--- src/rtl/user_sw_pkg.sv ---
// user_sw_pkg: shared FSM states, width helper and default constants for the switch debouncer.
package user_sw_pkg;
  typedef enum logic [1:0] {OFF, CHK_ON, ON, CHK_OFF} sw_state_e;
  localparam int DEF_CLK_KHZ = 125000;
  localparam int DEF_TICK_MS = 1;
  function automatic int cw(input int n);
    return (n < 2) ? 1 : $clog2(n);
  endfunction
endpackage

--- src/rtl/sw_debounce_ch.sv ---
// sw_debounce_ch: one switch channel - 2-FF synchroniser, polarity fix, debounce FSM, long-press counter.
module sw_debounce_ch
  import user_sw_pkg::*;
#(
  parameter int pDebTicks  = 8,
  parameter int pLongTicks = 1000,
  parameter bit pPol       = 1'b0
) (
  input  logic clk,
  input  logic rst_n,
  input  logic tick,
  input  logic clr,
  input  logic sw,
  output logic level,
  output logic rise,
  output logic fall,
  output logic long_press
);
  localparam int DW = cw(pDebTicks + 1);
  localparam int LW = cw(pLongTicks + 1);
  localparam logic [DW-1:0] DLAST = DW'(pDebTicks - 1);
  localparam logic [LW-1:0] LMAX = LW'(pLongTicks);
  logic [1:0] sync;
  logic s;
  sw_state_e state, state_n;
  logic [DW-1:0] dcnt, dcnt_n;
  logic [LW-1:0] lcnt, lcnt_n;
  logic level_n, rise_n, fall_n, long_n;
  assign s = sync[1] ^ pPol;
  // an input change always beats a coincident tick: it returns to the stable state first
  always_comb begin
    state_n = state;
    dcnt_n  = dcnt;
    level_n = level;
    rise_n  = 1'b0;
    fall_n  = 1'b0;
    lcnt_n  = ((state == ON || state == CHK_OFF) && tick && lcnt != LMAX) ? lcnt + LW'(1) : lcnt;
    case (state)
      OFF: if (s) begin state_n = CHK_ON; dcnt_n = '0; end
      CHK_ON:
        if (!s) begin state_n = OFF; dcnt_n = '0; end
        else if (tick && dcnt == DLAST) begin state_n = ON; dcnt_n = '0; level_n = 1'b1; rise_n = 1'b1; end
        else if (tick) dcnt_n = dcnt + DW'(1);
      ON: if (!s) begin state_n = CHK_OFF; dcnt_n = '0; end
      CHK_OFF:
        if (s) begin state_n = ON; dcnt_n = '0; end
        else if (tick && dcnt == DLAST) begin state_n = OFF; dcnt_n = '0; lcnt_n = '0; level_n = 1'b0; fall_n = 1'b1; end
        else if (tick) dcnt_n = dcnt + DW'(1);
      default: state_n = OFF;
    endcase
    long_n = (lcnt_n == LMAX) && (lcnt != LMAX);
    if (clr) begin
      state_n = OFF;
      dcnt_n  = '0;
      lcnt_n  = '0;
      level_n = 1'b0;
      rise_n  = 1'b0;
      fall_n  = 1'b0;
      long_n  = 1'b0;
    end
  end
  always_ff @(posedge clk or negedge rst_n)
    if (!rst_n) begin
      sync       <= '0;
      state      <= OFF;
      dcnt       <= '0;
      lcnt       <= '0;
      level      <= 1'b0;
      rise       <= 1'b0;
      fall       <= 1'b0;
      long_press <= 1'b0;
    end else begin
      sync       <= {sync[0], sw};
      state      <= state_n;
      dcnt       <= dcnt_n;
      lcnt       <= lcnt_n;
      level      <= level_n;
      rise       <= rise_n;
      fall       <= fall_n;
      long_press <= long_n;
    end
endmodule

--- src/rtl/user_sw_debounce_array.sv ---
// user_sw_debounce_array: shared debounce tick divider feeding pChNum independent switch channels.
module user_sw_debounce_array
  import user_sw_pkg::*;
#(
  parameter int pChNum     = 8,
  parameter int pSysClkKhz = DEF_CLK_KHZ,
  parameter int pTickMs    = DEF_TICK_MS,
  parameter int pDebTicks  = 8,
  parameter int pLongTicks = 1000,
  parameter logic [pChNum-1:0] pPolMask = '0
) (
  input  logic              iSysClk,
  input  logic              iSysRst,
  input  logic [pChNum-1:0] iUserSw,
  input  logic              iClr,
  output logic [pChNum-1:0] oSwLevel,
  output logic [pChNum-1:0] oSwRise,
  output logic [pChNum-1:0] oSwFall,
  output logic [pChNum-1:0] oSwLong,
  output logic              oTick
);
  localparam int TDIV = pSysClkKhz * pTickMs;
  localparam int TW = cw(TDIV);
  localparam logic [TW-1:0] TLAST = TW'(TDIV - 1);
  logic [TW-1:0] tcnt;
  assign oTick = tcnt == TLAST;
  // free-running: iClr deliberately leaves the tick phase alone
  always_ff @(posedge iSysClk or negedge iSysRst)
    if (!iSysRst) tcnt <= '0;
    else tcnt <= oTick ? '0 : tcnt + TW'(1);
  for (genvar i = 0; i < pChNum; i++) begin : g_ch
    sw_debounce_ch #(
      .pDebTicks (pDebTicks),
      .pLongTicks(pLongTicks),
      .pPol      (pPolMask[i])
    ) u_ch (
      .clk       (iSysClk),
      .rst_n     (iSysRst),
      .tick      (oTick),
      .clr       (iClr),
      .sw        (iUserSw[i]),
      .level     (oSwLevel[i]),
      .rise      (oSwRise[i]),
      .fall      (oSwFall[i]),
      .long_press(oSwLong[i])
    );
  end
endmodule

--- config.mk ---
export PLATFORM = sky130hd
export DESIGN_NAME = user_sw_debounce_array
export DESIGN_NICKNAME = d
export VERILOG_FILES = /design/src/rtl/user_sw_pkg.sv /design/src/rtl/sw_debounce_ch.sv /design/src/rtl/user_sw_debounce_array.sv
export SDC_FILE = /design/constraint.sdc
export NUM_CORES = 1
export LEC_CHECK = 0
export BUFFER_PORTS_ARGS = -buffer_cell sky130_fd_sc_hd__buf_2
export CAP_MARGIN = 20
export CORE_ASPECT_RATIO = 0.9
export CORE_MARGIN = 2
export CORE_UTILIZATION = 60
export DETAILED_ROUTE_END_ITERATION = 7
export GPL_TIMING_DRIVEN = 0
export PLACE_DENSITY = 0.78
export SKIP_CTS_REPAIR_TIMING = 1
export SYNTH_ARGS = -nofsm -noshare
export SYNTH_HDL_FRONTEND = slang
export SYNTH_SLANG_ARGS = --single-unit
--- constraint.sdc ---
create_clock -name iSysClk -period 2.6 [get_ports iSysClk]
set_input_delay 0.39 -clock iSysClk [delete_from_list [all_inputs] [get_ports iSysClk]]
set_output_delay 0.39 -clock iSysClk [all_outputs]
set_load 0.03 [all_outputs]
==> results by group, run 1 <==
Floorplan
  • Die Wd: 142 um
  • Initial cell density of the core: 61.1%
  • Site Rows: 45
  • Area of the die: 18,200 um2
  • Core Footprint: 16,800 um2
  • I/O pin cnt: 44
  • Die Y: 128 um

Power and ir drop
  • Clock Power Share: 42.3%
  • Sw frac: 22.1%
  • Leakage: 5.16 nW
  • Pwr per Cell Area: 479 nW/um2
  • Peak VDD IR: 0.430 mV
  • Sw Pwr: 1.24 mW
  • Power share of the sequential group: 54.4%
  • Pint: 4.36 mW
  • Logic pwr share: 3.3%

Timing
  • Final setup violation count: 2
  • Final hold vios: 0
  • F_max: 376 MHz
  • Final worst setup slack: -0.0586 ns
  • Final min period: 2.66 ns
  • Measured slew at the worst slew-check pin: 0.643 ns
  • Slew margin rel.: 57.2%
  • Tcrit/Tclk final: 102%
  • Worst Skew: 0.00773 ns
  • Fin Setup TNS: -0.112 ns
  • Final Slew Violations: 0
  • Hold slack final: 0.0619 ns
  • Unrepaired setup endpoints after global routing: true

Routing
  • Post-route ant nets: 0
  • Wirelength per Cell: 16.6 um
  • Initial DRC Count: 620
  • Initial DRT Pass Iterations: 5
  • Total wire length: 23,000 um
  • Routed vias/inst: 5.84
  • Via count: 8,110
  • DRC violations left: 0

GRT
  • First-pass GRT wire length: 37,100 um
  • Gr usage total: 25.7%
  • Initial antenna violation count: 0
  • Largest net degree at the start of global routing: 113
  • Vias in the first global route: 7,484
  • Overflow after GRT: 0

Critical path
  • CP Buf/Inv Count: 6
  • CP most frequent cell: buf_12
  • CP top delay family: buffers and inverters
  • Worst r2r src: tcnt[0]
  • Critical path fanouts, max: 10
  • Crit-path cells: ha_4 > and4_4 > nand4_4 > clkinv_4 > buf_12 > buf_12 > buf_12 > buf_12 > buf_8
  • CP Capture Type: primary output
  • R2R setup slack: -0.05 ns
  • Critical Path Slowest Stage Cell: dfrtp_1
  • Reg2reg end: g_ch[2].u_ch.long_press
  • Max stage delay on crit path: 0.44 ns
  • WP data required: 2.21 ns
  • CP Launch Type: flip-flop
  • Crit path DAT: 2.27 ns
  • Kind of critical path: reg2out
  • WP depth: 9
  • Worst reg2reg path depth: 9

Yosys
  • Mapped Area: 10,300 um2
  • Share of async-settable or async-resettable flops after synthesis: 100%
  • Sequential fraction of the synthesis area: 46.9%
  • Gate Count Post-Synth: 1,091
  • EDFF count, synth: 0
  • Yosys reg bits: 193
  • Distinct cells, synth: 62
  • Ys Warns: 0
  • Post-Syn Area per Cell: 9.43 um2
  • Syn nets: 1,127
  • Dominant synthesized flop cell: dfrtp_1

Clocking
  • Longest Clk Path Bufs: 2
  • H-tree level count: 4
  • Reg clk slew, reported paths: 0.07 ns
  • Clock sink count: 193
  • Root Driver: clkbuf_16
  • CTS tree: yes
  • CTS buffer count: 17
  • Worst skew pair latency: 0.43 ns

Outcome
  • Failing checks: setup timing
  • Status: finished with violations

Cells and area
  • Final Net Count: 1,201
  • P&R area growth vs syn: 13.5%
  • Ant diodes: 0
  • Final Util: 69.4%
  • Share of post-route cells with drive strength above 1: 14.6%

Worst hold path
  • WHS Path Cells: 1
  • Hold endpoint: g_ch[4].u_ch.sync[0]
  • Hold path startpoint: iUserSw[4]
  • Worst Hold Class: in2reg

Flow run
  • Number of max-cap violations: 0

Place
  • Gpl congestion: 0.868
  • IO Port Bufs: 43
  • Post-DP HPWL: 14,700 um
[logic make-up (layout without fill, tap and decap cells)]
kind of cell               after synthesis  after routing  share of synthesized area, %
AOI/OAI and AO/OA                      115            115                          6.72
xor gates and xnor gates               104            104                          8.85
adders and majority gates               25             25                          3.04
buffers and inverters                  117            203                          5.68
DFF                                    193            193                          46.9
muxes                                   19             19                          1.87
and+or+nand+nor                        518            518                          26.9
[per-layer routing]
metal	up-vias	wire [um]	global-route usage [%]
li1	3902	-	-
met1	3979	10600	36.0
met2	201	11000	40.4
met3	28	1060	5.64
met4	0	268	7.88
met5	-	0	0
[power by group through the flow]
stage | Clock, mW | Combinational, mW | Sequential (mW)
after floorplan | 0 | 0.0780 | 3.09
after global placement | 0 | 0.176 | 3.10
after detailed placement | 0 | 0.185 | 3.10
after CTS | 2.41 | 0.187 | 3.04
after global routing | 2.55 | 0.209 | 3.04
final | 2.37 | 0.183 | 3.04
[through the flow]
stage          instances  worst slack (ns)  total power [mW]  instance area [um2]
3_5_place_dp        1346            -0.608              3.28                10800
4_1_cts             1377             -1.07              5.64                11300
6_report            1388           -0.0586              5.59                11700
5_1_grt             1388            -0.133              5.80                11700
3_3_place_gp        1345             -2.00              3.27                10800
2_1_floorplan       1091             0.346              3.17                10300
[cell usage after synthesis, types with 3 or more instances]
cell / count / area, um2
dfrtp_1: 193 / 4830
nand3b_1: 10 / 75.1
nor4_1: 15 / 93.8
nor2_1: 164 / 616
o21ai_0: 28 / 140
and3b_1: 4 / 35.0
nand4_1: 32 / 200
nor3b_1: 11 / 82.6
inv_1: 38 / 143
clkbuf_1: 33 / 124
o31ai_1: 8 / 60.1
a21oi_1: 42 / 210
and3_1: 25 / 156
o21bai_1: 5 / 37.5
nor4b_1: 4 / 35.0
ha_1: 25 / 313
nor4_2: 4 / 50.1
and2_1: 9 / 56.3
nand4b_1: 20 / 175
nand2_1: 71 / 267
a31oi_1: 4 / 25.0
nand3_1: 52 / 260
or4_1: 7 / 52.6
nor3_1: 37 / 185
o21ai_1: 3 / 15.0
xnor2_1: 60 / 526
buf_2: 8 / 40.0
buf_1: 3 / 11.3
nor2b_1: 13 / 81.3
and4_1: 3 / 26.3
mux2i_1: 17 / 170
xor2_1: 44 / 385
o21a_1: 3 / 22.5
o211ai_1: 5 / 37.5
buf_4: 32 / 240
a211oi_1: 3 / 22.5
or3_1: 14 / 87.6
nand2b_1: 9 / 56.3
[worst max path at each step]
stage | start | to | slack (ns)
detailed placement | tcnt[0] | oTick | -0.61
floorplan | tcnt[0] | oTick | 0.35
global placement | iSysRst | g_ch[4].u_ch.lcnt[8] | -2.00
CTS | tcnt[0] | oTick | -1.07
finish | tcnt[0] | oTick | -0.06
global route | tcnt[0] | oTick | -0.13
[worst reg2reg max path: cells and delay by family (launching register included)]
kind,cells,cell delay [ns]
flip-flops,1,0.44
buffers and inverters,2,0.30
adder cells (fa/ha/maj),1,0.19
AND/OR/NAND/NOR,5,1.41
AO/OA/AOI/OAI,1,0.20
[final cells by class]
type	instances	area, um2
Fill cell	1253	5160
Multi-Input combinational cell	781	5010
Sequential cell	193	4830
Buffer	74	505
Clock buffer	26	489
Timing Repair Buffer	59	394
Tap cell	211	264
Inverter	39	151
Clock inverter	5	30.0
[placed cells by master (no fill, tap or decap), types with 6 or more instances in the layout]
master,netlist,final
or4_1,7,6
nor2_2,1,6
nand3b_1,10,10
mux2i_1,17,17
nand4b_1,20,20
and3_1,25,25
or3_1,14,14
buf_2,8,45
nand2b_1,9,6
buf_4,32,46
nor2b_1,13,13
dfrtp_1,193,189
nand3_1,52,52
clkbuf_1,33,29
nand2_1,71,71
nor3b_1,11,11
nand4_1,32,32
ha_1,25,24
nor2_1,164,158
xor2_1,44,44
a21oi_1,42,40
xnor2_1,60,60
inv_1,38,38
o31ai_1,8,8
nor3_1,37,36
nor4_1,15,11
clkbuf_16,0,17
and2_1,9,9
o21ai_0,28,28
[flip-flops by register name (all words and copies together) (netlist names)]
name	cells
g_ch.u_ch.lcnt	80
g_ch.u_ch.dcnt	32
tcnt	17
g_ch.u_ch.state	16
g_ch.u_ch.sync	16
g_ch.u_ch.fall	8
g_ch.u_ch.level	8
g_ch.u_ch.long_press	8
g_ch.u_ch.rise	8
(Power assumes the default switching activity.)
==> inputs of run 2 (changes only) <==
PLACE_DENSITY = 0.87   (was 0.78)
==> run 2 against run 1 <==
Sequential power is essentially flat; combinational power is essentially flat; first-iteration DRC count grew 22%; power grew 1.7%; sequential share of layout area is essentially flat; via count grew 3.3%; the run ends with hold timing left.
==> results by group, run 2 (synthesis gave the netlist of run 1 again) <==
Routing
  • Total wire length: 24,000 um (+4.5%)
  • Routed vias/inst: 6.05 (+3.5%)
  • Wirelength per Cell: 17.3 um (+4.6%)
  • DRC violations left: 0 (unchanged)
  • Post-route ant nets: 0 (unchanged)
  • Initial DRT Pass Iterations: 5 (unchanged)
  • Via count: 8,381 (+3.3%)
  • Initial DRC Count: 754 (+22%)

Critical path
  • Critical path fanouts, max: 10 (unchanged)
  • Max stage delay on crit path: 0.44 ns (about the same)
  • CP Buf/Inv Count: 6 (unchanged)
  • Kind of critical path: reg2out
  • WP data required: 2.21 ns (about the same)
  • CP most frequent cell: buf_12
  • Reg2reg end: g_ch[5].u_ch.dcnt[0]
  • Crit path DAT: 2.21 ns (-0.06 ns)
  • CP Capture Type: primary output
  • Crit-path cells: nor4b_4 > nand4_4 > clkinv_4 > buf_12 > buf_12 > buf_12 > buf_12 > buf_8
  • CP top delay family: buffers and inverters
  • Critical Path Slowest Stage Cell: dfrtp_2
  • Worst r2r src: tcnt[3]
  • CP Launch Type: flip-flop
  • Worst reg2reg path depth: 8 (-1)
  • R2R setup slack: 0.03 ns (+0.08 ns)

Timing
  • Final setup violation count: 0 (-2)
  • Tcrit/Tclk final: 99.8% (-2.4 points)
  • Fin Setup TNS: 0 ns (+0.112 ns)
  • Unrepaired setup endpoints after global routing: true
  • Worst Skew: 0.00938 ns (+0.00165 ns)
  • Final hold vios: 15 (+15)
  • Measured slew at the worst slew-check pin: 0.726 ns (+0.0828 ns)
  • Final min period: 2.60 ns (-0.0630 ns)
  • F_max: 385 MHz (+2.4%)
  • Final Slew Violations: 0 (unchanged)
  • Hold slack final: -0.00772 ns (-0.0696 ns)
  • Slew margin rel.: 51.6% (-5.5 points)

Cells and area
  • P&R area growth vs syn: 13.7%
  • Most flops, register: g_ch.u_ch.lcnt
  • Share of post-route cells with drive strength above 1: 15.1% (+0.45 points)
  • Ant diodes: 0 (unchanged)
  • Fillcell total: 1,203 (-4.0%)
  • Commonest non-fill, non-tap cell in the layout: dfrtp_1
  • Final Net Count: 1,199 (-0.17%)
  • Most frequent cells in the layout: dfrtp_1, nor2_1, nand2_1
  • Biggest regs: g_ch.u_ch.lcnt (80), g_ch.u_ch.dcnt (32), tcnt (17)
  • Largest register FFs: 80 (unchanged)

Clocking
  • Clock sink count: 193 (unchanged)
  • H-tree level count: 4 (unchanged)
  • Root Driver: clkbuf_16
  • Longest Clk Path Bufs: 2 (unchanged)
  • Reg clk slew, reported paths: 0.07 ns (about the same)
  • CTS buffer count: 17 (unchanged)
  • CTS tree: yes
  • Worst skew pair latency: 0.43 ns (about the same)

GRT
  • Overflow after GRT: 0 (unchanged)
  • Initial antenna violation count: 0 (unchanged)
  • Largest net degree at the start of global routing: 98 (-13%)
  • First-pass GRT wire length: 38,900 um (+4.9%)
  • Vias in the first global route: 7,869 (+5.1%)
  • Gr usage total: 27.2% (+1.4 points)

Place
  • Post-DP HPWL: 15,200 um (+3.3%)
  • Gpl congestion: 0.915 (+5.4%)
  • IO Port Bufs: 43 (unchanged)

Power and ir drop
  • Pint: 4.42 mW (+1.5%)
  • Peak VDD IR: 0.504 mV (+17%)
  • Logic pwr share: 3.2% (about the same)
  • Pwr per Cell Area: 486 nW/um2 (+1.6%)
  • Clock Power Share: 43.3% (+1.0 points)
  • Sw Pwr: 1.27 mW (+2.5%)
  • Leakage: 5.17 nW (+0.10%)
  • Sw frac: 22.3% (+0.17 points)
  • Total chip power: 5.69 mW (+1.7%)
  • Power share of the sequential group: 53.5% (-0.9 points)

Floorplan
  • Site Rows: 45 (unchanged)
  • Initial cell density of the core: 61.1% (unchanged)
  • I/O pin cnt: 44 (unchanged)
  • Core Footprint: 16,800 um2 (unchanged)
  • Area of the die: 18,200 um2 (unchanged)
  • Die Y: 128 um (unchanged)
  • Die Wd: 142 um (unchanged)

Outcome
  • Failing checks: hold timing
  • Status: finished with violations

Flow run
  • Number of max-cap violations: 0 (unchanged)

Worst hold path
  • Worst Hold Class: in2async
-- run 2: cell type report --
cell class              instances  area (um2)  area share (%)
plain buffers                  73         502            4.29
flip-flops and latches        193        4840            41.3
well taps                     211         264            2.26
clock inverters                10        86.3           0.738
multi-input cells             781        5030            43.0
inverters                      39         151            1.29
repair buffers                 58         372            3.18
clock buffers                  21         460            3.94
-- run 2: per-stage QoR --
step	utilization, %	instances	instance area, um2	worst slack (ns)	hold WS [ns]
detailed placement	64.2	1346	10800	-0.616	0.335
global route	69.5	1386	11700	-0.0622	0.0398
CTS	67.5	1377	11400	-1.08	0.0125
floorplan	-	1091	10300	0.346	0.0944
finish	69.5	1386	11700	0.00444	-0.00772
global placement	64.0	1345	10800	-1.92	0.333
-- run 2: routing by layer --
metal | GRT usage, % | wire length, um | vias up
met3 | 5.45 | 1450 | 55
met4 | 9.35 | 560 | 0
li1 | - | - | 3883
met2 | 44.2 | 11700 | 302
met5 | 0 | 0 | -
met1 | 36.6 | 10300 | 4141
-- run 2: how the worst max path moves through the flow --
| stage | from | end | slack (ns) | cells after the start |
|---|---|---|---|---|
| 3_3_place_gp | iSysRst | g_ch[4].u_ch.lcnt[7] | -1.92 | 1 |
| 5_1_grt | tcnt[1] | oTick | -0.06 | 9 |
| 3_5_place_dp | tcnt[0] | oTick | -0.62 | 9 |
| 4_1_cts | tcnt[0] | oTick | -1.08 | 9 |
| 6_report | tcnt[3] | oTick | 0.004 | 8 |
| 2_1_floorplan | tcnt[0] | oTick | 0.35 | 8 |
-- run 2: power by group through the flow --
stage / clock (mW) / sequential, mW / combinational [mW]
detailed placement: 0 / 3.10 / 0.183
floorplan: 0 / 3.09 / 0.0780
CTS: 2.51 / 3.04 / 0.184
global placement: 0 / 3.10 / 0.173
finish: 2.47 / 3.04 / 0.182
global route: 2.64 / 3.04 / 0.207
